===== src/rtl/verilog_behavioral_dff.sv =====
// Single-bit D flip-flop with asynchronous active-high reset to 0.
// Storage element for the gate-level twin of the FSM.
module dff_ar (
  input  logic clk,
  input  logic rst,
  input  logic d,
  output logic q
);

  always_ff @(posedge clk or posedge rst) begin
    if (rst) q <= 1'b0;
    else     q <= d;
  end

endmodule


===== src/rtl/verilog_structural.sv =====
// Gate-level twin of verilog_behavioral: sum-of-products next-state and output
// equations over y1y2 and X1X2, with two async-reset flops holding the state.
module verilog_structural (
  input  logic clk,
  input  logic rst,
  input  logic X1,
  input  logic X2,
  output logic Z1,
  output logic Z2
);

  wire y1, y2;
  wire ny1, ny2, nx1, nx2;
  wire t0, t1, t2, t3, t4, t5, t6, t7;
  wire x1_nx2, n_x1_nx2;
  wire d1, d2;
  wire z1_w, z2_w;

  not g_ny1 (ny1, y1);
  not g_ny2 (ny2, y2);
  not g_nx1 (nx1, X1);
  not g_nx2 (nx2, X2);

  // Y1+ terms; t1 is shared with Y2+ (the B --01--> C transition).
  and g_t0 (t0, ny1, ny2, X1, X2);
  and g_t1 (t1, y1, ny2, nx1, X2);
  and g_t2 (t2, y1, ny2, X1, X2);
  and g_x1nx2 (x1_nx2, X1, nx2);
  not g_nx1nx2 (n_x1_nx2, x1_nx2);
  and g_t3 (t3, y1, y2, n_x1_nx2);
  or  g_d1 (d1, t0, t1, t2, t3);

  and g_t4 (t4, y1, y2);
  and g_t5 (t5, ny1, y2, X1);
  or  g_d2 (d2, t1, t4, t5);

  and g_t6 (t6, y1, ny2);
  and g_t7 (t7, ny1, y2, X1, nx2);
  buf g_z1 (z1_w, y1);
  or  g_z2 (z2_w, t6, t7);

  assign Z1 = z1_w;
  assign Z2 = z2_w;

  dff_ar u_ff_y1 (.clk(clk), .rst(rst), .d(d1), .q(y1));
  dff_ar u_ff_y2 (.clk(clk), .rst(rst), .d(d2), .q(y2));

endmodule


===== config.mk =====
export PLATFORM = sky130hd
export DESIGN_NAME = verilog_structural
export DESIGN_NICKNAME = d
export VERILOG_FILES = /design/src/rtl/verilog_behavioral_dff.sv /design/src/rtl/verilog_structural.sv
export SDC_FILE = /design/constraint.sdc
export NUM_CORES = 1
export LEC_CHECK = 0
export CORE_AREA = 2 2 39 41
export DETAILED_ROUTE_END_ITERATION = 16
export DIE_AREA = 0 0 41 43
export GPL_ROUTABILITY_DRIVEN = 0
export SYNTH_ARGS = -nofsm -noshare
export SYNTH_HDL_FRONTEND = slang
export SYNTH_SLANG_ARGS = --single-unit
export TNS_END_PERCENT = 30

===== constraint.sdc =====
create_clock -name clk -period 1.4 [get_ports clk]
set_input_delay 0.28 -clock clk [delete_from_list [all_inputs] [get_ports clk]]
set_output_delay 0.28 -clock clk [all_outputs]
set_load 0.05 [all_outputs]

Yosys cells after proc, flatten, opt, wreduce, memory -nomap -nowiden
Index checks and enable logic that the tools add are counted.
{"block": "classes", "n_bitwise": 9, "reduce_logical": 8}
{"op": "AND reduction 4 bit", "n": 4}
{"op": "AND reduction 3 bit", "n": 2}
{"op": "inverter 1 bit", "n": 5}
{"op": "OR reduction 4 bit", "n": 1}
{"op": "AND 1 bit", "n": 3}
{"op": "OR reduction 3 bit", "n": 1}
{"op": "bitwise OR 1 bit", "n": 1}
{"block": "totals", "regBits": 2, "elab_cells": 19}

Logic depth before layout (Yosys ltp)
Gate-level depths: netlist of run 1.
{"block": "depth", "word_depth": 5, "mapped_depth": 3, "mapped_depth_nobuf": 3}

Hierarchy
A second synthesis of run 1 with hierarchy kept.
{"block": "hier_totals", "cells_unflattened": 13, "area_unflattened_um2": 106.4}
{"mod": "dff_ar", "instances": 2, "cells_each": 2, "area_each_um2": 28.8, "seq_area_each_um2": 25.0}
{"mod": "verilog_structural", "instances": 1, "cells_each": 9, "area_each_um2": 48.8, "seq_area_each_um2": 0.0}

Worst setup path after synthesis of run 1
No wires, ideal clock.
{"block": "synth_path", "path_kind": "reg2out", "start": "reg u_ff_y1.q", "end": "out Z2", "arrival_time_ns": 1.884, "t_required_ns": 1.120, "slack_ns": -0.764, "path_stages_with_launch": 3, "n_path_buf": 0, "path_cell_list": "dfrtp_1 > inv_1 > o21ai_0"}
{"block": "synth_via", "elab_chain_cells": 3, "word_cells_on_any_way": 4}
{"element": "from (decl)", "line_no": "verilog_behavioral_dff.sv:7", "text": "output logic q"}
{"element": "from (signal assigned)", "line_no": "verilog_behavioral_dff.sv:11", "text": "if (rst) q <= 1'b0;"}
{"element": "from (signal assigned)", "line_no": "verilog_behavioral_dff.sv:12", "text": "else q <= d;"}
{"element": "inverter 1 bit", "line_no": "verilog_structural.sv:19", "text": "not g_ny1 (ny1, y1);"}
{"element": "AND reduction 4 bit", "line_no": "verilog_structural.sv:38", "text": "and g_t7 (t7, ny1, y2, X1, nx2);"}
{"element": "bitwise OR 1 bit *", "line_no": "verilog_structural.sv:40", "text": "or g_z2 (z2_w, t6, t7);"}
{"element": "to (decl)", "line_no": "verilog_structural.sv:9", "text": "output logic Z2"}
Mark *: on every way between the ends. The rest lies on a longest branch, timed or not.

Final worst setup path of run 1
Same ends and word-level chain as after synthesis.

==> results of run 1 <==
stage by stage:
step	util [%]	power [W]	hold slack, ns	setup TNS [ns]	worst slack [ns]
floorplan	-	0.0001375	0.02112	0	0.1023
global placement	16.18	0.0002016	0.4402	-0.1035	-0.1035
detailed placement	16.18	0.0002028	0.4496	-0.1054	-0.1054
CTS	18.44	0.0003593	0.2014	0	0.01154
global route	18.54	0.0003743	0.2224	-0.01333	-0.01333
finish	18.54	0.0003511	0.2032	0	0.04138
cells by family (layout without fill, tap and decap cells):
group / after synthesis / in the layout
AND/OR/NAND/NOR: 2 / 2
AO/OA/AOI/OAI: 5 / 5
buffers and inverters: 3 / 15
flip-flops: 2 / 2
what timing repair did:
action | in CTS | in global routing
gates resized for setup | 2 | 2
pin swaps | 1 | 0
buffers inserted | 1 | 0
cloned | 0 | 0
endpoints found under the setup margin | 1 | 1
hold buffers | 0 | 0
report_power, final:
group	total, W	switching [W]	internal [W]	leakage, nW
Combinational	0.000129	0.0000622	0.0000666	0.0791
Sequential	0.0000786	0.0000105	0.0000681	0.0227
Clock	0.000144	0.0000376	0.000106	0.0150
Total	0.000351	0.000110	0.000241	0.117
state kept, by name (all words and copies together) (netlist names):
name and flops:
u_ff_y1.q 1, u_ff_y2.q 1
critical path: stages (launching register included):
cell,delay (ns)
dfrtp_2,0.40
inv_2,0.06
nand4b_1,0.14
o21ai_4,0.10
buf_12,0.15
placed cells by master (no fill, tap or decap):
cell and n:
clkbuf_4 3, buf_4 3, inv_1 2, a21oi_1 2
dlygate4sd2_1 2, buf_12 2, dfrtp_2 2, inv_2 1
o21ai_1 1, and2b_1 1, a22o_1 1, nand4b_1 1
o21ai_4 1, clkbuf_1 1, clkdlybuf4s50_1 1
how the worst max path moves through the flow:
stage                     to  slack (ns)  depth (start not counted)
after floorplan           Z2        0.10                          3
after global placement    Z2       -0.10                          4
after detailed placement  Z2       -0.11                          4
after CTS                 Z2        0.01                          4
after global routing      Z2       -0.01                          4
final                     Z2        0.04                          4
metal layers:
layer | global-route usage [%] | wire length, um | vias up
li1 | - | - | 65
met1 | 2.564 | 92 | 67
met2 | 6.563 | 184 | 4
met3 | 3.141 | 11 | 0
met4 | 10.00 | 0 | 0
met5 | 0 | 0 | -
area by class of cell:
cell class | count | area share [%]
Tap cell | 16 | 7.805
Timing Repair Buffer | 8 | 35.12
Multi-Input combinational cell | 7 | 21.95
Clock buffer | 4 | 10.24
Inverter | 3 | 4.390
Sequential cell | 2 | 20.49
==> results.sh, run 1 <==
export IMPL_dr_total_vias=136
export IMPL_synth_xor_area_share_pct=0
export IMPL_synth_area_top_cells="dfrtp_1 47%, inv_1 11%, a21oi_1 9.4%"
export IMPL_fp_dieH_um=43
export IMPL_ant_nets=0
export IMPL_portBuffers=5
export IMPL_setup_viol=0
export IMPL_grt_pass1_wl_um=483
export IMPL_synth_top_family_by_area="compound AO/OA/AOI/OAI gates"
export IMPL_syn_inst=12
export IMPL_status="finished clean"
export IMPL_ir_drop_mv=0.2548
export IMPL_async_flop_share_pct=100.0
export IMPL_finClkSkew_ns=0.007568
export IMPL_cts_buffers_inserted=3
export IMPL_cp_startpoint="u_ff_y1.q$_DFF_PP0_"
export IMPL_clkTransAtPathRegs_ns=0.04
export IMPL_netlist_area_um2=106.4
export IMPL_r2r_start="u_ff_y1.q$_DFF_PP0_"
export IMPL_relSlewSlack_pct=90.79
export IMPL_syn_area_per_cell_um2=8.863
export IMPL_grt_max_degree=6
export IMPL_clock_fmax_ghz=0.7360
export IMPL_p_leak_nw=0.1168
export IMPL_dp_cells=35
export IMPL_viasPerCell=3.400
export IMPL_htree_levels=1
export IMPL_hold_path_class="in2async"
export IMPL_final_max_slew_violation_count=0
export IMPL_synth_top_cell_area_share_pct=47.06
export IMPL_io_pins=6
export IMPL_worst_setup_path_type="reg2out"
export IMPL_post_synth_top_count_cell="inv_1"
export IMPL_track_usage_pct=5.015
export IMPL_crit_arrival_ns=1.08
export IMPL_synth_edf_count=0
export IMPL_cp_start_kind="register"
export IMPL_cts_tree="yes"
export IMPL_root_buffer="clkbuf_4"
export IMPL_period_needed_ns=1.359
export IMPL_ys_flop_type="dfrtp_1"
export IMPL_rr_worst_depth=4
export IMPL_clk_latency_ns=0.23
export IMPL_syn_nets=16
export IMPL_clock_sinks=2
export IMPL_fillers=170
export IMPL_finalNetCount=29
export IMPL_antenna_cells=0
export IMPL_tightest_slew_ns=0.1374
export IMPL_area_growth_pct=141.2
export IMPL_synthAdderAreaFrac_pct=0
export IMPL_seqCellArea_um2=52.55
export IMPL_multi_input_area_um2=56.30
export IMPL_synth_seq_cells=2
export IMPL_fin_cells=40
export IMPL_worstPathRequired_ns=1.12
export IMPL_design_area_um2=256.5
export IMPL_die_area_mm2=0.001763
export IMPL_hold_viol_final=0
export IMPL_finalCritPeriodShare_pct=97.04
export IMPL_synth_top_area_cell="dfrtp_1"
export IMPL_grt_pass1_vias=151
export IMPL_crit_path_end_kind="primary output"
export IMPL_rows=14
export IMPL_drt_wl_total_um=288
export IMPL_synthMuxAreaShare_pct=0
export IMPL_synth_cell_types=8
export IMPL_drc=0
export IMPL_synthTopCellsByCount="3 x inv_1, 2 x a21oi_1, 2 x dfrtp_1"
export IMPL_dpl_hpwl_um=211.1
export IMPL_start_util_pct=7.685
export IMPL_synth_simple_gate_area_share_pct=15.29
export IMPL_yosys_warnings=0
export IMPL_path_max_fanout=2
export IMPL_synth_compound_area_share_pct=27.06
export IMPL_dieWidth_um=41
export IMPL_cts_max_path_buffers=2
export IMPL_cellPowerDensity_mw_per_mm2=1369
export IMPL_drt_pass1_iterations=2
export IMPL_core_mm2=0.001384
export IMPL_gr_total_overflow=0
export IMPL_rr_endpoint="u_ff_y1.q$_DFF_PP0_"
export IMPL_drive_gt1_share_pct=50.00
export IMPL_drt_iter0_markers=3
export IMPL_antenna_found_initial=0
export IMPL_yosysSeqAreaShare_pct=47.06
export IMPL_rsz0062_at_grt="true"
export IMPL_wl_per_cell_um=7.200
export IMPL_rrSetupSlack_ns=0.42
export IMPL_drv_cap=0
export IMPL_place_area_um2=224.0
No activity file was read; power rests on OpenSTA's default activity.
==> run 2, diff against run 1 <==
--- a/config.mk
+++ b/config.mk
@@ -5,6 +5,7 @@
 export SDC_FILE = /design/constraint.sdc
 export NUM_CORES = 1
 export LEC_CHECK = 0
+export ABC_AREA = 1
 export CORE_AREA = 2 2 39 41
 export DETAILED_ROUTE_END_ITERATION = 16
 export DIE_AREA = 0 0 41 43
==> results.sh, run 2 <==
export IMPL_synth_top_family_by_area="simple AND/OR/NAND/NOR gates"
export IMPL_worst_setup_path_type="reg2out"
export IMPL_synth_compound_area_share_pct=4.255
export IMPL_drt_wl_total_um=292
export IMPL_rows=14
export IMPL_yosys_warnings=0
export IMPL_largestRegisters="u_ff_y1.q x1, u_ff_y2.q x1"
export IMPL_async_flop_share_pct=100.0
export IMPL_cp_start_kind="register"
export IMPL_synth_cell_types=7
export IMPL_fillers=159
export IMPL_antenna_cells=0
export IMPL_period_needed_ns=1.327
export IMPL_setup_viol=0
export IMPL_io_pins=6
export IMPL_clock_sinks=2
export IMPL_hold_viol_final=0
export IMPL_track_usage_pct=4.819
export IMPL_final_max_slew_violation_count=0
export IMPL_root_buffer="clkbuf_4"
export IMPL_status="finished clean"
export IMPL_synth_edf_count=0
export IMPL_core_mm2=0.001384
export IMPL_finClkSkew_ns=0.002661
export IMPL_cts_buffers_inserted=3
export IMPL_synth_seq_cells=2
export IMPL_portBuffers=5
export IMPL_dpl_hpwl_um=198.1
export IMPL_dr_total_vias=141
export IMPL_fin_cells=47
export IMPL_syn_nets=23
export IMPL_post_synth_top_count_cell="nand2_1"
export IMPL_ant_nets=0
export IMPL_cellPowerDensity_mw_per_mm2=1167
export IMPL_synth_top_cell_area_share_pct=42.55
export IMPL_drc=0
export IMPL_syn_inst=19
export IMPL_final_cell_mix="6 x nand2_1, 4 x nor2_1, 4 x buf_4"
export IMPL_holdWs_ns=0.2025
export IMPL_drt_pass1_iterations=2
export IMPL_drive_gt1_share_pct=41.94
export IMPL_hold_buffers=0
export IMPL_clkTransAtPathRegs_ns=0.03
export IMPL_clk_latency_ns=0.22
export IMPL_antenna_found_initial=0
export IMPL_clock_fmax_ghz=0.7536
export IMPL_ys_flop_type="dfrtp_1"
export IMPL_dp_cells=43
export IMPL_grt_max_degree=6
export IMPL_grt_pass1_wl_um=503
export IMPL_synthAdderAreaFrac_pct=0
export IMPL_gr_total_overflow=0
export IMPL_synth_area_top_cells="dfrtp_1 43%, nand2_1 22%, nor2_1 13%"
export IMPL_fp_dieH_um=43
export IMPL_crit_path_end_kind="primary output"
export IMPL_relSlewSlack_pct=92.06
export IMPL_rsz0062_at_grt="false"
export IMPL_synthTopCellsByCount="7 x nand2_1, 4 x nor2_1, 3 x inv_1"
export IMPL_final_common_cell="nand2_1"
export IMPL_area_growth_pct=122.3
export IMPL_synth_simple_gate_area_share_pct=40.43
export IMPL_grt_pass1_vias=143
export IMPL_finalPower_w=0.0003052
export IMPL_ir_drop_mv=0.2433
export IMPL_start_util_pct=8.499
export IMPL_viasPerCell=3.000
export IMPL_synthMuxAreaShare_pct=0
export IMPL_tightest_slew_ns=0.1191
export IMPL_dieWidth_um=41
export IMPL_syn_area_per_cell_um2=6.190
export IMPL_drt_iter0_markers=1
export IMPL_netlist_area_um2=117.6
export IMPL_cts_tree="yes"
export IMPL_finalNetCount=37
export IMPL_drv_cap=0
export IMPL_crit_arrival_ns=1.05
export IMPL_finalCritPeriodShare_pct=94.78
export IMPL_die_area_mm2=0.001763
export IMPL_cts_max_path_buffers=2
export IMPL_wl_per_cell_um=6.213
export IMPL_yosysSeqAreaShare_pct=42.55
export IMPL_p_leak_nw=0.1434
export IMPL_htree_levels=1
export IMPL_worstPathRequired_ns=1.12
export IMPL_hold_path_class="in2async"
export IMPL_synth_xor_area_share_pct=0
export IMPL_synth_top_area_cell="dfrtp_1"
export IMPL_path_max_fanout=5
[run 2: logic make-up (layout without fill, tap and decap cells)]
kind of cell           after synthesis  after routing
buffers and inverters                4             16
flip-flops                           2              2
AO/OA/AOI/OAI                        1              1
AND/OR/NAND/NOR                     12             12
[run 2: layout make-up]
| type | count | area (um2) | area share [%] |
|---|---|---|---|
| clock buffer | 3 | 22.52 | 8.612 |
| inverter | 4 | 15.01 | 5.742 |
| timing repair buffer | 9 | 97.59 | 37.32 |
| multi-input combinational | 13 | 55.05 | 21.05 |
| sequential | 2 | 51.30 | 19.62 |
| tap | 16 | 20.02 | 7.655 |
[run 2: where the power goes]
part / switching, W / internal [W]
clock: 0.0000327 / 0.0000945
sequential: 0.00000716 / 0.0000656
combinational: 0.0000540 / 0.0000513
total: 0.0000938 / 0.000211
[run 2: timing repair]
action,CTS,global route
gates resized for setup,2,1
pin swaps,1,0
setup endpoints to repair,1,1
setup buffers,1,0
[run 2: final timing paths]
check	from	end	slack, ns	cells past startpoint
worst max-delay path	u_ff_y1.q$_DFF_PP0_	Z2	0.07	4
worst min-delay path	rst	u_ff_y1.q$_DFF_PP0_	0.20	2
worst max register to register	u_ff_y1.q$_DFF_PP0_	u_ff_y1.q$_DFF_PP0_	0.68	2
worst min register to register	u_ff_y2.q$_DFF_PP0_	u_ff_y1.q$_DFF_PP0_	0.58	3
max in group asynchronous	rst	u_ff_y1.q$_DFF_PP0_	1.08	2
min in group clk	X1	u_ff_y2.q$_DFF_PP0_	0.58	5
[run 2: metrics by stage]
step	setup WS [ns]	utilization [%]	TNS, ns	area (um2)
after floorplan	0.1073	-	0	120.1
after global placement	-0.03414	16.82	-0.03414	232.7
after detailed placement	-0.04076	16.82	-0.04076	232.7
after CTS	0.04355	18.81	0	260.3
after global routing	0.01310	18.90	0	261.5
final	0.07301	18.90	0	261.5
[run 2: metal layers]
metal | GRT usage [%] | part of all wire, % | vias up | wire length [um]
met2 | 4.688 | 46 | 6 | 134
met3 | 1.571 | 9.9 | 0 | 29
li1 | - | - | 78 | -
met4 | 8.000 | 0 | 0 | 0
met1 | 5.788 | 44 | 57 | 128
met5 | 0 | 0 | - | 0
[run 2: critical path, stage by stage, from the launching register on]
cell,delay (ns)
dfrtp_2,0.43
nor2_1,0.11
nand2_1,0.07
nand2_2,0.08
buf_12,0.13
==> run 3, diff against run 2 <==
--- a/config.mk
+++ b/config.mk
@@ -6,10 +6,11 @@
 export NUM_CORES = 1
 export LEC_CHECK = 0
 export ABC_AREA = 1
-export CORE_AREA = 2 2 39 41
+export CORE_AREA = 4 4 41 43
 export DETAILED_ROUTE_END_ITERATION = 16
-export DIE_AREA = 0 0 41 43
+export DIE_AREA = 0 0 45 47
 export GPL_ROUTABILITY_DRIVEN = 0
+export MAX_ROUTING_LAYER = met4
 export SYNTH_ARGS = -nofsm -noshare
 export SYNTH_HDL_FRONTEND = slang
 export SYNTH_SLANG_ARGS = --single-unit
==> results.sh, run 3 (synthesis gave the netlist of run 2 again) <==
export IMPL_status="finished clean"
export IMPL_cts_buffers_inserted=3
export IMPL_track_usage_pct=3.997
export IMPL_worst_setup_path_type="reg2out"
export IMPL_finalCritPeriodShare_pct=95.02
export IMPL_crit_path_end_kind="primary output"
export IMPL_finClkSkew_ns=0.0007450
export IMPL_cellPowerDensity_mw_per_mm2=1179
export IMPL_rsz0062_at_grt="false"
export IMPL_drv_cap=0
export IMPL_wl_per_cell_um=6.457
export IMPL_place_area_um2=231.5
export IMPL_hold_path_class="in2async"
export IMPL_holdWs_ns=0.2052
export IMPL_largestRegisters="u_ff_y1.q x1, u_ff_y2.q x1"
export IMPL_fp_dieH_um=47
export IMPL_finalPower_w=0.0003069
export IMPL_drive_gt1_share_pct=41.94
export IMPL_rrSetupSlack_ns=0.67
export IMPL_io_pins=6
export IMPL_hold_viol_final=0
export IMPL_ir_drop_mv=0.3697
export IMPL_area_growth_pct=121.3
export IMPL_clock_fmax_ghz=0.7517
export IMPL_cts_tree="yes"
export IMPL_grt_pass1_vias=137
export IMPL_grt_pass1_wl_um=496
export IMPL_dieWidth_um=45
export IMPL_tightest_slew_ns=0.1235
export IMPL_finalNetCount=37
export IMPL_design_area_um2=260.3
export IMPL_die_area_mm2=0.002115
export IMPL_start_util_pct=9.038
export IMPL_drt_wl_total_um=297
export IMPL_grt_max_degree=6
export IMPL_final_cell_mix="6 x nand2_1, 4 x nor2_1, 4 x buf_4"
export IMPL_drt_iter0_markers=4
export IMPL_p_leak_nw=0.1437
export IMPL_relSlewSlack_pct=91.76
export IMPL_ant_nets=0
export IMPL_antenna_cells=0
export IMPL_gr_total_overflow=0
export IMPL_rows=13
export IMPL_drt_pass1_iterations=2
export IMPL_dr_total_vias=135
export IMPL_final_common_cell="nand2_1"
export IMPL_portBuffers=5
export IMPL_crit_arrival_ns=1.05
export IMPL_final_max_slew_violation_count=0
export IMPL_worstPathRequired_ns=1.12
export IMPL_clkTransAtPathRegs_ns=0.03
export IMPL_cts_max_path_buffers=2
export IMPL_core_mm2=0.001301
export IMPL_clock_sinks=2
export IMPL_antenna_found_initial=0
export IMPL_fillers=161
export IMPL_drc=0
export IMPL_clk_latency_ns=0.22
export IMPL_period_needed_ns=1.330
export IMPL_viasPerCell=2.935
export IMPL_cp_start_kind="register"
export IMPL_root_buffer="clkbuf_4"
export IMPL_htree_levels=1
export IMPL_setup_viol=0
export IMPL_path_max_fanout=5
-- run 3: cell counts in the layout (fill, tap and decap cells not counted) --
Identical to the previous run, type by type.
-- run 3: worst paths after layout --
path | from | to | cells past startpoint
max in group asynchronous | rst | u_ff_y1.q$_DFF_PP0_ | 2
min reg2reg | u_ff_y2.q$_DFF_PP0_ | u_ff_y1.q$_DFF_PP0_ | 3
max reg2reg | u_ff_y1.q$_DFF_PP0_ | u_ff_y1.q$_DFF_PP0_ | 2
max | u_ff_y1.q$_DFF_PP0_ | Z2 | 4
min in group clk | X1 | u_ff_y2.q$_DFF_PP0_ | 4
min | rst | u_ff_y1.q$_DFF_PP0_ | 2
-- run 3: per-stage QoR --
step / instances / setup WS (ns) / setup TNS, ns / util (%)
6_report: 46 / 0.06966 / 0 / 20.00
5_1_grt: 46 / 0.005515 / 0 / 20.00
3_5_place_dp: 42 / -0.03534 / -0.03534 / 17.79
3_3_place_gp: 42 / -0.04170 / -0.04170 / 17.79
4_1_cts: 46 / 0.03542 / 0 / 19.90
2_1_floorplan: 19 / 0.1073 / 0 / -
-- run 3: worst max-delay path: stages, from the launching register on --
cell,delay [ns]
dfrtp_2,0.43
nor2_1,0.11
nand2_1,0.07
nand2_2,0.08
buf_12,0.13
-- run 3: repair_timing --
item | in CTS | in global routing
hold buffers | 0 | 0
setup endpoints to repair | 1 | 1
pin swaps | 2 | 0
endpoints found under the hold margin | 0 | 0
resized for setup | 2 | 1
gates cloned | 0 | 0
buffers inserted | 1 | 0
-- run 3: cell type report --
type	instances	area [um2]	share of cell area (%)
repair buffers	9	97.59	37.50
flip-flops and latches	2	51.30	19.71
multi-input cells	13	55.05	21.15
clock buffers	3	22.52	8.654
well taps	15	18.77	7.212
inverters	4	15.01	5.769
-- run 3: report_power, final --
| part | switching (W) | total, W | internal, W | leakage [nW] |
|---|---|---|---|---|
| Clock | 0.0000341 | 0.000129 | 0.0000947 | 0.0138 |
| Sequential | 0.00000741 | 0.0000730 | 0.0000656 | 0.0245 |
| Combinational | 0.0000538 | 0.000105 | 0.0000513 | 0.105 |
| Total | 0.0000953 | 0.000307 | 0.000212 | 0.144 |
-- run 3: layer usage --
metal | vias up | wire (um) | global-route usage (%) | share of wire [%]
li1 | 78 | - | - | -
met1 | 53 | 134 | 4.091 | 45
met2 | 4 | 132 | 3.672 | 44
met3 | 0 | 30 | 2.299 | 10
met4 | 0 | 0 | 7.018 | 0
met5 | - | 0 | - | 0
